**src/rtl/shift_reg_piso_tx_pkg.sv**
```systemverilog
// Shared definitions for the PISO transmitter: FSM state encoding and
// parameter-legality checks usable by the transmitter and its receiver.

`ifndef SHIFT_REG_PISO_TX_PKG_MACROS
`define SHIFT_REG_PISO_TX_PKG_MACROS

// Expand inside a module body (generate scope) to reject illegal parameters.
`define PISO_CHECK_WIDTH(w) \
  if ((w) < 2) begin : g_bad_width \
    $error("shift_reg_piso_tx: WIDTH must be >= 2"); \
  end

`define PISO_CHECK_CLKS_PER_BIT(c) \
  if ((c) < 1) begin : g_bad_clks_per_bit \
    $error("shift_reg_piso_tx: CLKS_PER_BIT must be >= 1"); \
  end

`endif

package shift_reg_piso_tx_pkg;

  // 1-bit state encoding
  typedef enum logic {
    ST_IDLE  = 1'b0,
    ST_SHIFT = 1'b1
  } piso_state_e;

  // Counter width able to hold the value max_val.
  function automatic int piso_cnt_w(input int max_val);
    return $clog2(max_val + 1);
  endfunction

endpackage

```
**src/rtl/shift_reg_piso_tx_if.sv**
```systemverilog
// Handshake and serial-output bundle of the PISO transmitter.
// master: the producer / serial consumer side; slave: the transmitter.

interface shift_reg_piso_tx_if #(
  parameter int WIDTH = 8
);
  logic [WIDTH-1:0] d;
  logic             load_valid;
  logic             load_ready;
  logic             sout;
  logic             sout_valid;
  logic             sof;
  logic             busy;
  logic             done;

  modport master (
    output d, load_valid,
    input  load_ready, sout, sout_valid, sof, busy, done
  );

  modport slave (
    input  d, load_valid,
    output load_ready, sout, sout_valid, sof, busy, done
  );
endinterface

```
**src/rtl/shift_reg_piso_tx_bit_tick_gen.sv**
```systemverilog
// Bit-period timer: counts 0..CLKS_PER_BIT-1 and flags the last clock of
// each bit period. Held at zero while clear is high, so the first period
// after clear is released is a full CLKS_PER_BIT clocks long.

module bit_tick_gen
  import shift_reg_piso_tx_pkg::*;
#(
  parameter int CLKS_PER_BIT = 1
) (
  input  logic clk,
  input  logic reset_n,
  input  logic clear,
  output logic tick
);

  localparam int CW = piso_cnt_w(CLKS_PER_BIT);
  localparam logic [CW-1:0] TC = CW'(CLKS_PER_BIT - 1);

  `PISO_CHECK_CLKS_PER_BIT(CLKS_PER_BIT)

  logic [CW-1:0] cyc_cnt;

  assign tick = (cyc_cnt == TC);

  // Cycle counter: restarts on clear or at terminal count.
  always_ff @(posedge clk or negedge reset_n) begin
    if (!reset_n) begin
      cyc_cnt <= '0;
    end else if (clear || tick) begin
      cyc_cnt <= '0;
    end else begin
      cyc_cnt <= cyc_cnt + 1'b1;
    end
  end

endmodule

```
**src/rtl/shift_reg_piso_tx.sv**
```systemverilog
// Parallel-in serial-out transmitter. A word accepted in IDLE is shifted
// out one bit per CLKS_PER_BIT clocks; sof marks the first bit period and
// done pulses in the first IDLE cycle after the last bit period.

module shift_reg_piso_tx
  import shift_reg_piso_tx_pkg::*;
#(
  parameter int WIDTH        = 8,
  parameter int MSB_FIRST    = 1,
  parameter int CLKS_PER_BIT = 1
) (
  input  logic                  clk,
  input  logic                  reset_n,
  shift_reg_piso_tx_if.slave    tx
);

  localparam int BW = piso_cnt_w(WIDTH);
  localparam logic [BW-1:0] LAST_BIT = BW'(WIDTH - 1);

  `PISO_CHECK_WIDTH(WIDTH)

  piso_state_e      state_q, state_nxt;
  logic [WIDTH-1:0] shift_q, shift_nxt;
  logic [BW-1:0]    bit_cnt_q, bit_cnt_nxt;
  logic             done_q, done_nxt;
  logic             bit_tick;
  logic             out_bit;

  // The timer only runs while shifting; in IDLE it sits at zero.
  bit_tick_gen #(
    .CLKS_PER_BIT (CLKS_PER_BIT)
  ) u_tick (
    .clk     (clk),
    .reset_n (reset_n),
    .clear   (state_q != ST_SHIFT),
    .tick    (bit_tick)
  );

  // State, shift register, bit counter and done pulse registers.
  always_ff @(posedge clk or negedge reset_n) begin
    if (!reset_n) begin
      state_q   <= ST_IDLE;
      shift_q   <= '0;
      bit_cnt_q <= '0;
      done_q    <= 1'b0;
    end else begin
      state_q   <= state_nxt;
      shift_q   <= shift_nxt;
      bit_cnt_q <= bit_cnt_nxt;
      done_q    <= done_nxt;
    end
  end

  // Next-state and datapath decode; d and load_valid only matter in IDLE.
  always_comb begin
    state_nxt   = state_q;
    shift_nxt   = shift_q;
    bit_cnt_nxt = bit_cnt_q;
    done_nxt    = 1'b0;
    case (state_q)
      ST_IDLE: begin
        if (tx.load_valid) begin
          state_nxt   = ST_SHIFT;
          shift_nxt   = tx.d;
          bit_cnt_nxt = '0;
        end
      end
      ST_SHIFT: begin
        if (bit_tick) begin
          if (MSB_FIRST != 0) begin
            shift_nxt = {shift_q[WIDTH-2:0], 1'b0};
          end else begin
            shift_nxt = {1'b0, shift_q[WIDTH-1:1]};
          end
          if (bit_cnt_q == LAST_BIT) begin
            state_nxt   = ST_IDLE;
            bit_cnt_nxt = '0;
            done_nxt    = 1'b1;
          end else begin
            bit_cnt_nxt = bit_cnt_q + 1'b1;
          end
        end
      end
      default: begin
        state_nxt = ST_IDLE;
      end
    endcase
  end

  assign out_bit       = (MSB_FIRST != 0) ? shift_q[WIDTH-1] : shift_q[0];

  // Outputs decode only from registered state, never from load_valid or d.
  assign tx.load_ready = (state_q == ST_IDLE);
  assign tx.busy       = (state_q == ST_SHIFT);
  assign tx.sout_valid = (state_q == ST_SHIFT);
  assign tx.sof        = (state_q == ST_SHIFT) && (bit_cnt_q == '0);
  assign tx.sout       = (state_q == ST_SHIFT) && out_bit;
  assign tx.done       = done_q;

endmodule

```
**src/flat_wrapper.sv**
```systemverilog
// flat-port wrapper written by rule: the top's interface ports become plain ports
module shift_reg_piso_tx_flat import shift_reg_piso_tx_pkg::*;
#(
  parameter int WIDTH        = 8,
  parameter int MSB_FIRST    = 1,
  parameter int CLKS_PER_BIT = 1
)
  (clk, reset_n, tx_d, tx_load_valid, tx_load_ready, tx_sout, tx_sout_valid, tx_sof, tx_busy, tx_done);
  shift_reg_piso_tx_if #(.WIDTH(WIDTH)) tx_i ();
  input  logic clk;
  input  logic reset_n;
  input wire logic [$bits(tx_i.d)-1:0] tx_d;
  input wire logic [$bits(tx_i.load_valid)-1:0] tx_load_valid;
  output wire logic [$bits(tx_i.load_ready)-1:0] tx_load_ready;
  output wire logic [$bits(tx_i.sout)-1:0] tx_sout;
  output wire logic [$bits(tx_i.sout_valid)-1:0] tx_sout_valid;
  output wire logic [$bits(tx_i.sof)-1:0] tx_sof;
  output wire logic [$bits(tx_i.busy)-1:0] tx_busy;
  output wire logic [$bits(tx_i.done)-1:0] tx_done;
  assign tx_i.d = tx_d;
  assign tx_i.load_valid = tx_load_valid;
  assign tx_load_ready = tx_i.load_ready;
  assign tx_sout = tx_i.sout;
  assign tx_sout_valid = tx_i.sout_valid;
  assign tx_sof = tx_i.sof;
  assign tx_busy = tx_i.busy;
  assign tx_done = tx_i.done;
  shift_reg_piso_tx #(.WIDTH(WIDTH), .MSB_FIRST(MSB_FIRST), .CLKS_PER_BIT(CLKS_PER_BIT)) u_core (.clk(clk), .reset_n(reset_n), .tx(tx_i));
endmodule
```
**config.mk**
```make
export PLATFORM = sky130hd
export DESIGN_NAME = shift_reg_piso_tx_flat
export DESIGN_NICKNAME = d
export VERILOG_FILES = /design/src/rtl/shift_reg_piso_tx_pkg.sv /design/src/rtl/shift_reg_piso_tx_if.sv /design/src/rtl/shift_reg_piso_tx_bit_tick_gen.sv /design/src/rtl/shift_reg_piso_tx.sv /design/src/flat_wrapper.sv
export SDC_FILE = /design/constraint.sdc
export NUM_CORES = 1
export LEC_CHECK = 0
export CORE_ASPECT_RATIO = 1.1
export CORE_MARGIN = 1.5
export CORE_UTILIZATION = 40
export DETAILED_ROUTE_END_ITERATION = 10
export GPL_ROUTABILITY_DRIVEN = 0
export PLACE_DENSITY = 0.67
export SYNTH_ARGS = -nofsm -noshare
export SYNTH_HDL_FRONTEND = slang
export SYNTH_HIERARCHICAL = 1
export SYNTH_SLANG_ARGS = --single-unit
```
**constraint.sdc**
```tcl
create_clock -name clk -period 1.1 [get_ports clk]
set_input_delay 0.165 -clock clk [delete_from_list [all_inputs] [get_ports clk]]
set_output_delay 0.165 -clock clk [all_outputs]
set_load 0.05 [all_outputs]
```
==> results by group <==
Run status
  • Status: finished with violations
  • Failing checks: setup timing

Worst setup path
  • CP Class: reg2out
  • Slowest CP cell: dfrtp_1
  • Buffers and inverters on the worst path: 2
  • Crit path largest cell delay: 0.40 ns
  • Worst setup SP type: flop
  • Arr. time, crit path: 1.31 ns
  • CP Max Fanout: 2
  • Critical Path Sink Type: output pin
  • Delay-heaviest family, CP: flip-flops
  • Crit-path cells: inv_2 -> ha_4 -> nor4b_4 -> buf_12
  • Worst path required time: 0.94 ns

STA
  • Fmax: 0.678 GHz
  • Final worst slack: -0.374 ns
  • Setup-failing EPs final: 11
  • Final hold violation count: 0
  • Fin. max-slew vios: 0
  • Worst Skew: 0.00647 ns
  • Fin crit period: between 1 and 1.5 ns
  • Setup_tns: -1.95 ns
  • Period utilization: 134%
  • Unrepaired setup endpoints after global routing: true
  • Hold Slack: 0.181 ns

Clock tree
  • Clock Latency Late Sink: about 0.29 ns
  • Total CTS buffers: 3
  • Clock transition at the registers of the reported paths: about 0.1 ns
  • Sink Count: 15
  • Clock Tree Root: clkbuf_4
  • Bufs on Longest Clock Path: 2
  • CTS tree: done
  • H-tree lvl count: 1

Floorplanning
  • Die Area: between 2000 and 2500 sq um
  • Die Y: 50.9 microns
  • Site Rows: 17
  • Initial Util: 42.2%
  • Core area: slightly below 2000 sq um
  • Total I/O pin count: 17
  • Die W: between 40 and 50 microns

Placement
  • Post-DP Area: 1190 sq um
  • HPWL after detailed placement: 1240 microns
  • Port bufs: 16

Routing
  • Routed vias/inst: between 4 and 5
  • Vias: 741
  • DRC violations left: 0
  • First-pass DRT Iterations: 3
  • Post-DRT Antenna Nets: 0
  • Initial drt markers: 2
  • Post-DR wirelength/cell: approximately 13 microns
  • Final WL: 1940 microns

GRT
  • First-pass GRT wire length: 3010 microns
  • Gr usage total: roughly 18%
  • Vias in the first global route: between 700 and 800
  • Grt ovf: 0
  • Largest net degree at the start of global routing: 16
  • Antenna violations before repair: 0

Logic synthesis
  • Distinct cells, synth: 24
  • Number of synthesis warnings: 6
  • Post-synthesis sequential area ratio: 45.0%
  • Avg Cell Area, Syn: between 10 and 15 sq um
  • Top post-synthesis cells by area: dfrtp_1 45%, mux2i_1 12%, and2b_2 7.3%
  • Cells after Synth: 78
  • Cell taking the most area after synthesis: dfrtp_1
  • Synth Cell Area: 835 sq um
  • Synthesized Nets: 91
  • Synth top area share: between 40% and 50%
  • FF+latch count, synth: 15

Power and ir drop
  • Pwr Total: 2.97 mW
  • PD cells: about 2100 nW/um^2
  • Leak: 0.662 nW
  • Peak supply drop: 1070 uV

Final layout
  • Ant diodes: 0
  • Syn-to-layout area delta: 71.7%
  • Commonest non-fill, non-tap cell in the layout: buf_4
  • Final Instance Area: around 1400 sq um
  • Fin nets: 135
  • Share of layout cells above drive strength 1: 53.7%
  • Most frequent cells in the layout: 17 x buf_4, 14 x dfrtp_1, 11 x buf_6

Hold path
  • Tightest Hold Check Type: in2async

Job
  • Number of max-cap violations: 0
state kept, by name, summed over array words and instances, names as in the netlist:
register / cells
u_core/u_tick/cyc_cnt: 1
u_core/tx.done: 1
u_core/bit_cnt_q: 4
u_core/shift_q: 8
u_core/tx.busy: 1
worst reg2reg max path, stage by stage, from the launching register on:
cell and delay (ns):
dfrtp_2 0.47, buf_6 0.12, buf_6 0.08, buf_6 0.11, nand3_4 0.08, nor3b_4 0.19, nor2_1 0.06
layout make-up:
class                      count  area (sq um)
clock buffer                   3          22.5
clock inverter                 1          7.51
fill                         150           546
inverter                       4          25.0
multi-input combinational     53           487
sequential                    15           377
tap                           28          35.0
timing repair buffer          45           479
Yosys cell counts:
library cell and instances:
and2b_2 7, mux2i_1 10, o21ai_0 3, nand3_1 1, a21oi_1 8, a32o_1 1, o22ai_1 1, clkbuf_8 1
nor4b_2 1, conb_1 1, buf_6 2, nand2_1 2, buf_2 1, buf_4 2, a21boi_0 1, and2_1 1
ha_1 2, inv_1 3, dfrtp_1 15, a211oi_1 7, nand4_1 1, inv_2 1, nor2_1 5, nor3b_1 1
path summary, 6_finish.rpt:
check / start / end / slack, ns / depth (start not counted)
worst max register to register: u_core/tx.busy / u_core/tx.busy / -0.13 / 6
max in group asynchronous: reset_n / u_core/tx.busy / 0.73 / 2
worst min register to register: u_core/shift_q[0] / u_core/shift_q[0] / 0.59 / 2
min in group clk: tx_load_valid / u_core/shift_q[7] / 0.40 / 4
worst max-delay path: u_core/bit_cnt_q[0] / tx_sof / -0.37 / 4
worst min-delay path: reset_n / u_core/bit_cnt_q[2] / 0.18 / 2
power breakdown:
part	internal [mW]	switching (mW)
logic	0.942	0.775
registers	0.752	0.174
clock network	0.138	0.189
total	1.83	1.14
logic make-up (layout without fill, tap and decap cells):
logic type	count (synthesis)	in the layout	share of synthesized area, %
AOI/OAI and AO/OA	21	21	15.7
and+or+nand+nor	19	19	15.3
DFF	15	15	45.0
muxes	10	10	12.0
buffers and inverters	10	53	8.54
adders and majority gates	2	2	3.00
other	1	1	0.449
routing by layer:
metal | GRT usage (%) | vias up | routed length (microns)
li1 | - | 360 | -
met1 | 18.5 | 362 | 763
met2 | 32.6 | 15 | 1100
met3 | 2.12 | 4 | 46
met4 | 9.52 | 0 | 36
met5 | 0 | - | 0
through the flow:
stage	utilization, %	setup WS (ns)	std cells
2_1_floorplan	-	-0.599	78
3_3_place_gp	60.0	-0.301	133
3_5_place_dp	60.0	-0.352	133
4_1_cts	67.5	-0.385	143
5_1_grt	72.4	-0.436	149
6_report	72.4	-0.374	149
what timing repair did:
item / in CTS / in global routing
pin swaps: 6 / 6
gates resized for setup: 22 / 14
gates cloned: 0 / 1
setup endpoints to repair: 16 / 19
hold buffers: 0 / 0
buffers inserted: 6 / 6
Note: power is estimated with default switching activity, not from simulation.
